[src/rtl/wb_port_arbiter_pkg.sv]
// Shared types for the register-file write side: operand address, data width and the
// writeback request carried through the mul/div result buffer.
package wb_port_arbiter_pkg;
  localparam int DATA_32_W       = 32;
  localparam int REG_ADDR_W      = 4;
  localparam int WB_STARVE_LIMIT = 4;

  typedef logic [REG_ADDR_W-1:0] t_instr_register;

  typedef struct packed {
    t_instr_register        addr;
    logic [DATA_32_W-1:0]   data;
  } t_wb_req;
endpackage

[src/rtl/wb_result_fifo.sv]
// Synchronous FIFO of writeback requests; power-of-two depth so pointers wrap for free.
module wb_result_fifo
  import wb_port_arbiter_pkg::*;
#(
  parameter int DEPTH = 2
) (
  input  logic    clk,
  input  logic    rst,
  input  logic    push,
  input  logic    pop,
  input  t_wb_req push_req,
  output t_wb_req head,
  output logic    full,
  output logic    empty
);
  localparam int PTR_W = $clog2(DEPTH);
  localparam logic [PTR_W:0] FULL_CNT = (PTR_W + 1)'(DEPTH);

  t_wb_req          mem [DEPTH];
  logic [PTR_W-1:0] wr_ptr;
  logic [PTR_W-1:0] rd_ptr;
  logic [PTR_W:0]   count;

  always_ff @(posedge clk or posedge rst) begin
    if (rst) begin
      wr_ptr <= '0;
      rd_ptr <= '0;
      count  <= '0;
    end else begin
      if (push) wr_ptr <= wr_ptr + PTR_W'(1);
      if (pop)  rd_ptr <= rd_ptr + PTR_W'(1);
      case ({push, pop})
        2'b10:   count <= count + (PTR_W + 1)'(1);
        2'b01:   count <= count - (PTR_W + 1)'(1);
        default: ;
      endcase
    end
  end

  // Storage carries data only; occupancy is tracked by the reset control above.
  always_ff @(posedge clk) begin
    if (push) mem[wr_ptr] <= push_req;
  end

  assign head  = mem[rd_ptr];
  assign full  = (count == FULL_CNT);
  assign empty = (count == '0);
endmodule

[src/rtl/wb_port_arbiter.sv]
// Owns the register-file write port: pipeline writebacks win, buffered mul/div results drain
// in gaps or by forcing a one-cycle pipe stall; tracks registers still owed by mul/div.
module wb_port_arbiter
  import wb_port_arbiter_pkg::*;
#(
  parameter int REG_FILE_DEPTH = 16,
  parameter int MD_FIFO_DEPTH  = 2,
  parameter int STARVE_LIMIT   = WB_STARVE_LIMIT
) (
  input  logic                 clk,
  input  logic                 rst,
  input  logic                 pipe_wr_en,
  input  t_instr_register      pipe_wr_addr,
  input  logic [DATA_32_W-1:0] pipe_wr_data,
  output logic                 pipe_stall,
  input  logic                 md_issue_valid,
  input  t_instr_register      md_issue_addr,
  input  logic                 md_res_valid,
  output logic                 md_res_ready,
  input  t_instr_register      md_res_addr,
  input  logic [DATA_32_W-1:0] md_res_data,
  input  t_instr_register      dec_rs1_addr,
  input  t_instr_register      dec_rs2_addr,
  input  t_instr_register      dec_rd_addr,
  output logic                 rs1_busy,
  output logic                 rs2_busy,
  output logic                 rd_busy,
  output logic                 reg_file_write,
  output t_instr_register      reg_file_wr_addr,
  output logic [DATA_32_W-1:0] reg_file_wr_data
);
  localparam int CNT_W = $clog2(STARVE_LIMIT + 1);
  localparam logic [CNT_W-1:0] LIMIT_CNT = CNT_W'(STARVE_LIMIT);

  t_wb_req                   head;
  t_wb_req                   push_req;
  logic                      full, empty, push, pop;
  logic                      pipe_win, head_wr;
  logic [REG_FILE_DEPTH-1:0] sb, sb_next;
  logic [CNT_W-1:0]          starve_cnt, starve_next;

  function automatic logic busy_of(input logic [REG_FILE_DEPTH-1:0] bits,
                                   input t_instr_register addr);
    return (addr != '0) && bits[addr];
  endfunction

  assign push_req = '{addr: md_res_addr, data: md_res_data};
  assign md_res_ready = !full;
  assign push = md_res_valid && !full;

  wb_result_fifo #(.DEPTH(MD_FIFO_DEPTH)) u_fifo (
    .clk      (clk),
    .rst      (rst),
    .push     (push),
    .pop      (pop),
    .push_req (push_req),
    .head     (head),
    .full     (full),
    .empty    (empty)
  );

  // A write to r0 is an idle slot, and a stall cycle always belongs to the buffered head.
  assign pipe_win = pipe_wr_en && (pipe_wr_addr != '0) && !pipe_stall;
  assign pop      = !empty && !pipe_win;
  assign head_wr  = pop && (head.addr != '0);

  always_comb begin
    starve_next = starve_cnt;
    if (empty || pop)
      starve_next = '0;
    else if (starve_cnt != LIMIT_CNT)
      starve_next = starve_cnt + CNT_W'(1);
  end

  // Clear is applied before set so a re-issue in the retiring cycle keeps the register pending.
  always_comb begin
    sb_next = sb;
    if (head_wr)
      sb_next[head.addr] = 1'b0;
    if (md_issue_valid && (md_issue_addr != '0))
      sb_next[md_issue_addr] = 1'b1;
  end

  assign rs1_busy = busy_of(sb, dec_rs1_addr);
  assign rs2_busy = busy_of(sb, dec_rs2_addr);
  assign rd_busy  = busy_of(sb, dec_rd_addr);

  // Registered write port and bookkeeping state.
  always_ff @(posedge clk or posedge rst) begin
    if (rst) begin
      reg_file_write   <= 1'b0;
      reg_file_wr_addr <= '0;
      reg_file_wr_data <= '0;
      pipe_stall       <= 1'b0;
      starve_cnt       <= '0;
      sb               <= '0;
    end else begin
      reg_file_write <= pipe_win || head_wr;
      if (pipe_win) begin
        reg_file_wr_addr <= pipe_wr_addr;
        reg_file_wr_data <= pipe_wr_data;
      end else if (head_wr) begin
        reg_file_wr_addr <= head.addr;
        reg_file_wr_data <= head.data;
      end
      pipe_stall <= (starve_next == LIMIT_CNT);
      starve_cnt <= starve_next;
      sb         <= sb_next;
    end
  end

  a_no_write_in_stall: assert property (@(posedge clk) disable iff (rst)
    !(pipe_wr_en && pipe_stall));

  a_no_write_to_pending: assert property (@(posedge clk) disable iff (rst)
    !(pipe_wr_en && busy_of(sb, pipe_wr_addr)));
endmodule

[config.mk]
export PLATFORM = sky130hd
export DESIGN_NAME = wb_port_arbiter
export DESIGN_NICKNAME = d
export VERILOG_FILES = /design/src/rtl/wb_port_arbiter_pkg.sv /design/src/rtl/wb_result_fifo.sv /design/src/rtl/wb_port_arbiter.sv
export SDC_FILE = /design/constraint.sdc
export NUM_CORES = 1
export LEC_CHECK = 0
export CAP_MARGIN = 20
export CORE_MARGIN = 5
export CORE_UTILIZATION = 35
export DETAILED_ROUTE_END_ITERATION = 10
export PLACE_DENSITY_LB_ADDON = 0.08
export SKIP_LAST_GASP = 1
export SYNTH_ARGS = -nofsm -noshare
export SYNTH_HDL_FRONTEND = slang
export SYNTH_SLANG_ARGS = --single-unit
[constraint.sdc]
create_clock -name clk -period 3.62 [get_ports clk]
set_clock_uncertainty 0.1 [all_clocks]
set_input_delay 0.543 -clock clk [delete_from_list [all_inputs] [get_ports clk]]
set_output_delay 0.543 -clock clk [all_outputs]
set_load 0.02 [all_outputs]
==> results_dict.tcl, run 1 <==
set metrics [dict create \
    status "finished clean" \
    seq_area_mm2 0.003665 \
    intPower_mw 4.216 \
    via_per_inst 5.131 \
    crit_type "input pin to output pin" \
    ys_seq_elements 132 \
    grt_pass1_wl_um 24440 \
    final_common_cell "clkdlybuf4s50_1" \
    netlist_area_mm2 0.006081 \
    cts_root_buf "clkbuf_16" \
    critPathCaptureType "output pin" \
    worst_setup_path_start_kind "input pin" \
    fin_crit_sh_pct 89.58 \
    post-route-drc-count 0 \
    start_util_pct 35.40 \
    yosys_warnings 0 \
    p_sw_mw 2.152 \
    synth_seq_area_share_pct 60.25 \
    cts_resized 0 \
    grt_setup_unrepaired "false" \
    p_clk_share_pct 25.7 \
    ant_nets 0 \
    finalWirelength_um 14990 \
    first_iter_violations 283 \
    grt_overflow 0 \
    crit_path_max_fanout 3 \
    grt_util_all_layers_pct 15.58 \
    htree_levels 4 \
    syn_area_per_cell_um2 12.75 \
    final_cell_mix "134 x clkdlybuf4s50_1, 72 x edfxtp_1, 67 x nand2_1" \
    die_h_um 141.8 \
    pin_count 135 \
    slew_violations 0 \
    fmaxAchievable_mhz 308.4 \
    die_area_mm2 0.02011 \
    post_cts_buffers 0 \
    diodes 0 \
    fillers 1575 \
    first_pass_iters 4 \
    powerDensity_mw_per_mm2 780.9 \
    slew_headroom_pct 34.42 \
    worstMarginPinSlew_ns 0.9836 \
    worstSkewPairLatency_ns 0.42 \
    cts_hold_buf 0 \
    fin_tns_setup_ns 0 \
    coreArea_mm2 0.01718 \
    seqPwrFrac_pct 38.6 \
    vdd_drop_max_mv 0.3656 \
    cp.arrival_ns 2.60 \
    cts_buffers 17 \
    die_w_um 141.8 \
    nets 700 \
    area_delta_synth_final_pct 34.09 \
    hold_path.class "register to register" \
    p_comb_share_pct 35.7 \
    ys_types 42 \
    wl_per_cell_um 17.80 \
    grt_max_degree 68 \
    synthCells 477 \
    cp.required_ns 2.98 \
    finalSetupViolCount 0 \
    rows 48 \
    final_layout_size_suffix_gt1_share_pct 15.56 \
    dp_hpwl_um 9782 \
    clk_pin_slew_ns 0.05 \
    mappedNetlistNets 573 \
    dr_total_vias 4320 \
    power.static_leakage_nw 3.091 \
    hold_viol 0 \
    cts_tree "yes" \
    drv_cap 0 \
    cts_buffer_depth 2 \
    place_congestion 0.7849 \
    antenna_found_initial 0 \
    utilization_pct 47.47 \
    multi_input_area_mm2 0.002210 \
    clock_sinks 132 \
    min_period_ns 3.243 \
    switching_share_pct 33.79 \
    grt_pass1_vias 4710 \
    port_buffers 134 \
]
==> metal layers <==
| metal | track usage (%) | share of wire, % | up-vias |
|---|---|---|---|
| li1 | - | - | 2048 |
| met1 | 19.92 | 45 | 2140 |
| met2 | 25.21 | 47 | 118 |
| met3 | 5.426 | 6.4 | 14 |
| met4 | 4.394 | 1.1 | 0 |
| met5 | 0 | 0 | - |
==> area by class of cell <==
type	instances	share of cell area [%]
clock buffer	22	5.570
clock inverter	10	1.350
inverter	4	0.1841
multi-input combinational	308	27.10
sequential	132	44.94
tap	225	3.453
timing repair buffer	141	17.40
==> path summary, 6_finish.rpt <==
path	from	to	slack, ns	cells past startpoint
worst max-delay path	dec_rs1_addr[0]	rs1_busy	0.38	6
worst min-delay path	u_fifo.count[1]	u_fifo.count[1]	0.42	1
worst max register to register	u_fifo.rd_ptr	reg_file_wr_data[11]	1.40	5
worst min register to register	u_fifo.count[1]	u_fifo.count[1]	0.42	1
max in group asynchronous	rst	u_fifo.rd_ptr	2.26	3
min in group asynchronous	rst	reg_file_wr_data[3]	0.59	3
==> sequential cells by signal, indices dropped and copies added, names as in the netlist <==
signal / cells
starve_cnt: 3
u_fifo.mem: 72
pipe_stall: 1
sb: 15
u_fifo.rd_ptr: 1
u_fifo.wr_ptr: 1
reg_file_wr_data: 32
reg_file_write: 1
u_fifo.count: 2
reg_file_wr_addr: 4
==> power groups by stage <==
stage | logic [mW] | registers (mW) | clock network (mW)
after floorplan | 1.38 | 2.54 | 0
after global placement | 2.27 | 2.48 | 0
after detailed placement | 2.30 | 2.49 | 0
after CTS | 2.31 | 2.47 | 1.68
after global routing | 2.49 | 2.52 | 1.75
final | 2.27 | 2.46 | 1.64
==> cell families (layout without fill, tap and decap cells) <==
group / count (synthesis) / in the layout / synth area share, %
AOI/OAI and AO/OA: 135 / 135 / 14.32
DFF: 132 / 132 / 60.25
xor gates and xnor gates: 5 / 5 / 0.7201
buffers and inverters: 37 / 177 / 3.683
and+or+nand+nor: 104 / 104 / 8.375
adders and majority gates: 3 / 3 / 0.6173
muxes: 61 / 61 / 12.04
==> critical path, stage by stage <==
cell	delay (ns)
clkdlybuf4s50_1	0.57
mux4_2	0.53
mux2_2	0.27
nand2_1	0.06
o21ai_0	0.08
clkdlybuf4s50_1	0.54
==> per-stage QoR <==
step           hold WS (ns)  area, µm²  power (mW)  setup WS, ns  cells
2_1_floorplan        0.3608       6081       3.913        0.7456    477
3_3_place_gp         0.4034       7590       4.748        0.4085    810
3_5_place_dp         0.4109       7590       4.783        0.3579    810
4_1_cts              0.4224       8154       6.450        0.3551    842
5_1_grt              0.4650       8154       6.754        0.2624    842
6_report             0.4208       8154       6.368        0.3771    842
==> cells in the mapped netlist <==
library cell,instances,area [µm²]
ha_1,3,37.54
o31ai_1,8,60.06
clkbuf_1,6,22.52
a31o_1,3,26.28
o22ai_4,1,20.02
nor2b_1,1,6.260
buf_4,1,7.510
buf_6,7,78.83
xor2_1,1,8.760
a31o_2,30,262.8
o21ai_0,16,80.08
nor3_2,2,20.02
nor3_1,1,5.000
and3b_1,1,8.760
nor3b_4,2,37.54
o21ai_1,32,160.2
nor4b_1,1,8.760
buf_2,17,85.08
nor4_4,1,21.27
nor2_1,10,37.54
nand3_1,3,15.01
mux2_2,7,78.83
nand3b_1,3,22.52
dfrtp_1,60,1501
or2_2,1,6.260
nand2_1,67,251.5
inv_1,4,15.01
edfxtp_1,72,2162
a211oi_1,1,7.510
xnor2_1,4,35.03
a21oi_1,34,170.2
a21boi_0,3,22.52
o21ai_2,2,17.52
or2_1,1,6.260
o2111ai_1,2,17.52
nand2b_1,6,37.54
o22a_1,3,26.28
nor4_1,1,6.260
mux4_2,9,202.7
clkbuf_4,2,15.01
and3_1,3,18.77
mux2i_1,45,450.4
Power figures use the tool's default switching activity.
==> run 2, diff against run 1 <==
CAP_MARGIN = not set   (was 20)
CTS_CLUSTER_DIAMETER = 150   (was not set)
==> results of run 2 <==
No change in the layout: final DEF, timing and power equal those of run 1.
==> run 3, diff against run 2 <==
CAP_MARGIN = 20   (was not set)
GPL_TIMING_DRIVEN = 0   (was not set)
==> run 3 against run 2 <==
Die area unchanged. Via count up 0.90%. Global-route usage up 0.56 points. Hold slack worse by 0.0036 ns. Count of clock-buffer cells in the layout down 1. Critical path depth unchanged. Worst setup slack worse by 0.022 ns. Clock power about the same. Core utilization up 0.81 points. Register-to-register slack better by 0.17 ns. Critical endpoint unchanged. Largest cell class unchanged.
==> results_dict.tcl, run 3 (same netlist as run 1, synthesis figures left out) <==
set metrics [dict create \
    port_buffers 130 \
    worstPathCellList "clkdlybuf4s50_1, mux4_2, mux2_2, nand2_1, o21ai_0, clkdlybuf4s50_1" \
    die_h_um 141.8 \
    cts_resized 0 \
    diodes 0 \
    grt_pass1_wl_um 24920 \
    first_pass_iters 4 \
    slew_violations 0 \
    cts_buffers 17 \
    start_util_pct 35.40 \
    antenna_found_initial 0 \
    cts_hold_buf 0 \
    post_cts_buffers 0 \
    cts_buffer_depth 2 \
    finalWorstSetupSlack_ns 0.3554 \
    grt_util_all_layers_pct 16.14 \
    grt_max_degree 38 \
    grt_pass1_vias 4669 \
    die_area_mm2 0.02011 \
    cts_tree "yes" \
    reg2reg_depth 8 \
    power.static_leakage_nw 3.187 \
    top_regs "u_fifo.mem: 72 flops, reg_file_wr_data: 32 flops, sb: 15 flops" \
    min_period_ns 3.265 \
    powerDensity_mw_per_mm2 782.0 \
    vdd_drop_max_mv 0.4266 \
    worst_setup_path_start_kind "input pin" \
    max_stage_delay_ns 0.60 \
    dp_slack_ns 0.3387 \
    crit_type "input pin to output pin" \
    grt_overflow 0 \
    final_layout_size_suffix_gt1_share_pct 17.76 \
    utilization_pct 48.28 \
    final_common_cell "clkdlybuf4s50_1" \
    slew_headroom_pct 59.66 \
    first_iter_violations 153 \
    finalSetupViolCount 0 \
    fin_crit_sh_pct 90.18 \
    place_congestion 0.8260 \
    dr_total_vias 4359 \
    grt_setup_unrepaired "false" \
    fmaxAchievable_mhz 306.3 \
    critPathBufInv 2 \
    pin_count 135 \
    area_delta_synth_final_pct 36.38 \
    nets 725 \
    cts_root_buf "clkbuf_16" \
    slowest_stage "clkdlybuf4s50_1" \
    cp.required_ns 2.98 \
    drv_cap 0 \
    wl_per_cell_um 18.29 \
    htree_levels 4 \
    critPathCaptureType "output pin" \
    rows 48 \
    hold_path.class "input pin to async pin" \
    status "finished clean" \
    crit_cells 6 \
    crit_path_max_fanout 3 \
    clock_sinks 132 \
    top_register "u_fifo.mem" \
    cp.arrival_ns 2.62 \
    via_per_inst 5.028 \
    cp_top_family "buffers and inverters" \
    finalWirelength_um 15850 \
    finalPower_mw 6.485 \
    cp_common_cell "clkdlybuf4s50_1" \
    dp_hpwl_um 11300 \
    worstSkewPairLatency_ns 0.41 \
    clk_pin_slew_ns 0.05 \
    worstMarginPinSlew_ns 0.6052 \
    hold_viol 0 \
    ant_nets 0 \
    largest_reg_flops 72 \
    coreArea_mm2 0.01718 \
    final_cell_mix "130 x clkdlybuf4s50_1, 72 x edfxtp_1, 67 x nand2_1" \
    die_w_um 141.8 \
    post-route-drc-count 0 \
]
[run 3: final timing paths]
kind	from	to	slack [ns]
setup / recovery	dec_rs1_addr[0]	rs1_busy	0.36
hold / removal	rst	reg_file_wr_data[3]	0.42
setup reg to reg	u_fifo.count[0]	u_fifo.count[1]	1.57
hold reg to reg	u_fifo.count[1]	u_fifo.count[1]	0.42
max in group asynchronous	rst	sb[2]	2.39
min in group clk	md_issue_addr[3]	sb[13]	0.42
[run 3: area by class of cell]
type | count | area (µm²)
buffer | 33 | 209.0
clock buffer | 21 | 450.4
clock inverter | 11 | 110.1
fill | 1560 | 8884
inverter | 4 | 15.01
multi-input combinational | 308 | 2202
sequential | 132 | 3664
tap | 225 | 281.5
timing repair buffer | 133 | 1361
[run 3: stage by stage]
stage	std cells	area, µm²	hold slack, ns	setup TNS [ns]
3_3_place_gp	832	7664	0.3803	-27.66
6_report	867	8293	0.4172	0
2_1_floorplan	477	6081	0.3608	0
4_1_cts	867	8293	0.3949	0
3_5_place_dp	835	7732	0.4125	0
5_1_grt	867	8293	0.4169	0
[run 3: layer usage]
metal  wire [µm]  GRT usage [%]
met5           0              0
met4         240          5.758
met3         958          4.280
met2        7754          27.23
met1        6900          20.02
[run 3: power breakdown]
group,internal (mW),switching (mW)
combinational,1.18,1.31
clock,1.02,0.611
sequential,2.09,0.271
total,4.30,2.19
==> variant 1 (settings of run 3) <==
The package constant `WB_STARVE_LIMIT` goes from 4 to 16.
--- a/src/rtl/wb_port_arbiter_pkg.sv
+++ b/src/rtl/wb_port_arbiter_pkg.sv
@@ -3,7 +3,7 @@
 package wb_port_arbiter_pkg;
   localparam int DATA_32_W       = 32;
   localparam int REG_ADDR_W      = 4;
-  localparam int WB_STARVE_LIMIT = 4;
+  localparam int WB_STARVE_LIMIT = 16;
 
   typedef logic [REG_ADDR_W-1:0] t_instr_register;
 
Function: changed (a bounded check fails within 10 cycles, from zero or initial values and one cycle with rst high).
==> variant 1 against run 3 <==
Cell count down 0.23%. Final area down 0.62%. Power down 1.5%. Hold slack better by 19 ps. Area after synthesis down 0.53%. Count of clock-buffer cells in the layout down 1. Utilization down 0.13 points. Routed wire length up 0.21%. Sequential cell count up 2. Worst setup slack better by 59 ps.
==> variant 1: results <==
group,metric,value,unit
critical_path,r2r_cells,7,
placement,numPortBuffers,131,
global_route,grt_pass1_wl,24.9,mm
placement,pre_cts_ws,395,ps
yosys,synthTopCellsByArea,"edfxtp_1 36%, dfrtp_1 26%, mux2i_1 7.0%",
power,p_leak,3.13,nW
run_status,status,"finished clean",
timing,worstMarginPinSlew,836,ps
yosys,ys_async_sr_fraction,0.463,
yosys,ys_seq_area_frac,0.614,
final_layout,layout-drive-gt1-share,0.133,
global_route,grt_max_degree,63,
worst_hold_path,hold_path.class,"flip-flop to flip-flop",
routing,wl_met1,7.03,mm
global_route,groute.usage.overall,0.161,
critical_path,slowest_delay,560,ps
routing,drt_iter0_drc,285,
placement,placed_cell_area,0.00769,mm²
placement,gp_congestion,0.810,
critical_path,r2r_slack,1380,ps
yosys,ys_types,41,
routing,drt-total-wl,15.9,mm
critical_path,arrival,2560,ps
yosys,synth_nets,571,
critical_path,timing.rr.start,"pipe_stall",
-- variant 1: metal layers --
metal,GRT usage,vias to the layer above
met2,0.267,123
li1,-,2098
met5,0,-
met4,0.0505,0
met1,0.207,2174
met3,0.0442,14
-- variant 1: how the worst max path moves through the flow --
stage,start,endpoint,slack (ps),cells past startpoint
global placement,md_res_valid,u_fifo.mem[0][24],-810,3
detailed placement,dec_rd_addr[0],rd_busy,400,6
CTS,dec_rd_addr[0],rd_busy,400,6
global route,dec_rd_addr[0],rd_busy,290,6
finish,dec_rd_addr[0],rd_busy,410,6
floorplan,u_fifo.count[0],u_fifo.mem[0][0],750,3
-- variant 1: worst register-to-register path: stages (launching register included) --
cell	delay, ps
dfrtp_1	370
nand2b_1	230
nor2_1	170
clkbuf_1	470
nor2_1	170
ha_1	340
nor2_1	140
xor2_1	180
-- variant 1: area by class of cell --
cell class / instances / area (µm²)
tap: 225 / 282
buffer: 32 / 155
inverter: 3 / 13.8
sequential: 134 / 3710
clock inverter: 12 / 113
fill: 1601 / 8870
timing repair buffer: 133 / 1350
clock buffer: 20 / 437
multi-input combinational: 306 / 2180
-- variant 1: logic make-up after synthesis --
| kind of cell | after synthesis | share of synthesized area |
|---|---|---|
| AOI/OAI and AO/OA | 141 | 0.147 |
| xor gates and xnor gates | 9 | 0.0130 |
| adders and majority gates | 3 | 0.00621 |
| buffers and inverters | 35 | 0.0275 |
| DFF | 134 | 0.614 |
| muxes | 58 | 0.116 |
| and+or+nand+nor | 95 | 0.0763 |
-- variant 1: report_power, final --
part | internal (mW) | switching [mW] | leakage [nW]
Combinational | 1.09 | 1.26 | 1.45
Sequential | 2.11 | 0.300 | 1.41
Clock | 0.999 | 0.619 | 0.268
-- variant 1: stage by stage --
step / power, mW / utilization / instances
after global placement: 4.77 / 0.446 / 831
after floorplan: 3.82 / - / 475
after detailed placement: 4.83 / 0.449 / 833
final: 6.39 / 0.482 / 865
after CTS: 6.47 / 0.482 / 865
after global routing: 6.76 / 0.482 / 865
==> variant 2 (settings of run 3) <==
Without the edit above. Make the reset (`rst`) synchronous in 2 clocked blocks.
--- a/src/rtl/wb_result_fifo.sv
+++ b/src/rtl/wb_result_fifo.sv
@@ -21,7 +21,7 @@
   logic [PTR_W-1:0] rd_ptr;
   logic [PTR_W:0]   count;
 
-  always_ff @(posedge clk or posedge rst) begin
+  always_ff @(posedge clk) begin
     if (rst) begin
       wr_ptr <= '0;
       rd_ptr <= '0;
--- a/src/rtl/wb_port_arbiter.sv
+++ b/src/rtl/wb_port_arbiter.sv
@@ -86,7 +86,7 @@
   assign rd_busy  = busy_of(sb, dec_rd_addr);
 
   // Registered write port and bookkeeping state.
-  always_ff @(posedge clk or posedge rst) begin
+  always_ff @(posedge clk) begin
     if (rst) begin
       reg_file_write   <= 1'b0;
       reg_file_wr_addr <= '0;
Formal check against the unedited RTL: differs if rst is asserted again (counterexample within 4 cycles, from zero or initial values and one cycle with rst high); with rst held inactive, the same outputs for 4 cycles.
==> variant 2 against run 3 <==
Sequential cell count rose by 1. Area after synthesis fell by 5.5%. Via count rose by 3.6%. Final area fell by 4.4%. Routed wire length fell by 1.2%. Worst setup slack got worse by 110 ps. Power fell by 18%. Critical path type unchanged. Critical endpoint is now rd_busy.
==> variant 2: results <==
group,metric,value,unit
placement,placed_cell_area,0.00741,mm²
final_layout,clock_cell_area_share,0.0655,
placement,gp_congestion,0.789,
yosys,synthTopCellsByArea,"edfxtp_1 38%, dfxtp_1 21%, mux2i_1 5.7%",
final_layout,clockBufferCount,27,
final_layout,multi_input_area_share,0.281,
final_layout,syn_to_final_growth,38.0,%
final_layout,buffers,163,
power,ir_worst_vdd,0.000383,V
yosys,synth-adder-area-share,0.00653,
routing,via_per_inst,5.04,
global_route,antenna_found_initial,1,
global_route,grt_pass1_vias,4775,
final_layout,fillers,1485,
final_layout,buffer_area_frac,0.192,
yosys,yosys-top-cells-count,"85 x nand2_1, 72 x edfxtp_1, 61 x dfxtp_1, 57 x o21ai_0, 44 x a21oi_1",
clock_tree,clock_sinks,133,
placement,numPortBuffers,133,
timing,finalCritPeriodShare,0.932,
global_route,grt_max_degree,21,
critical_path,timing.rr.start,"u_fifo.count[0]",
critical_path,crit_path_max_fanout,5,
run_status,status,"finished clean",
critical_path,setup.worst_path.start,"dec_rd_addr[0]",
critical_path,crit_end,"rd_busy",
routing,drt-total-wl,15.7,mm
critical_path,r2r_slack,1510,ps
placement,pre_cts_ws,222,ps
routing,drt_iter0_drc,266,
global_route,grt_pass1_wl,25.0,mm
final_layout,layout-drive-gt1-share,0.0984,
placement,post-dp-hpwl,11.4,mm
yosys,ys_async_sr_fraction,0,
yosys,synth_compound_area_frac,0.143,
yosys,ys_seq_area_frac,0.589,
final_layout,nets,764,
global_route,groute.usage.overall,0.165,
placement,dp_cells,865,
critical_path,arrival,2730,ps
critical_path,r2r_cells,6,
final_layout,regArea,0.00338,mm²
final_layout,inverters,2,
final_layout,layout.cells.non_filler,897,
yosys,netlist_instances,514,
yosys,synth_mux_area_frac,0.118,
routing,first_pass_iters,5,
worst_hold_path,hold_path.class,"flip-flop to flip-flop",
yosys,synth.most_common_cell,"nand2_1",
yosys,synth-xor-area-share,0.00762,
timing,slew_headroom,0.504,
final_layout,multi_input_gates,351,
floorplanning,die_w,138,µm
yosys,ys_types,45,
## variant 2: how the worst min path moves through the flow
stage | startpoint | endpoint | slack, ps | depth (start not counted)
4_1_cts | sb[15] | sb[15] | 410 | 2
3_3_place_gp | sb[15] | sb[15] | 390 | 2
5_1_grt | reg_file_wr_data[31] | reg_file_wr_data[31] | 430 | 2
2_1_floorplan | sb[14] | sb[14] | 370 | 2
3_5_place_dp | reg_file_wr_data[23] | reg_file_wr_data[23] | 400 | 2
6_report | reg_file_wr_data[7] | reg_file_wr_data[7] | 410 | 2
## variant 2: routing by layer
layer,share of wire,global-route usage,vias up
met5,0.00083,0,-
met1,0.43,0.202,2167
met4,0.013,0.0494,2
met2,0.48,0.275,139
met3,0.071,0.0590,18
li1,-,-,2192
## variant 2: critical path: cells and delay by family
family	cells	cell delay (ps)
muxes	2	1020
buffers and inverters	2	1170
## variant 2: power breakdown
part           internal [mW]  switching, mW
Sequential              1.90          0.122
Clock                  0.923          0.594
Combinational          0.732           1.02
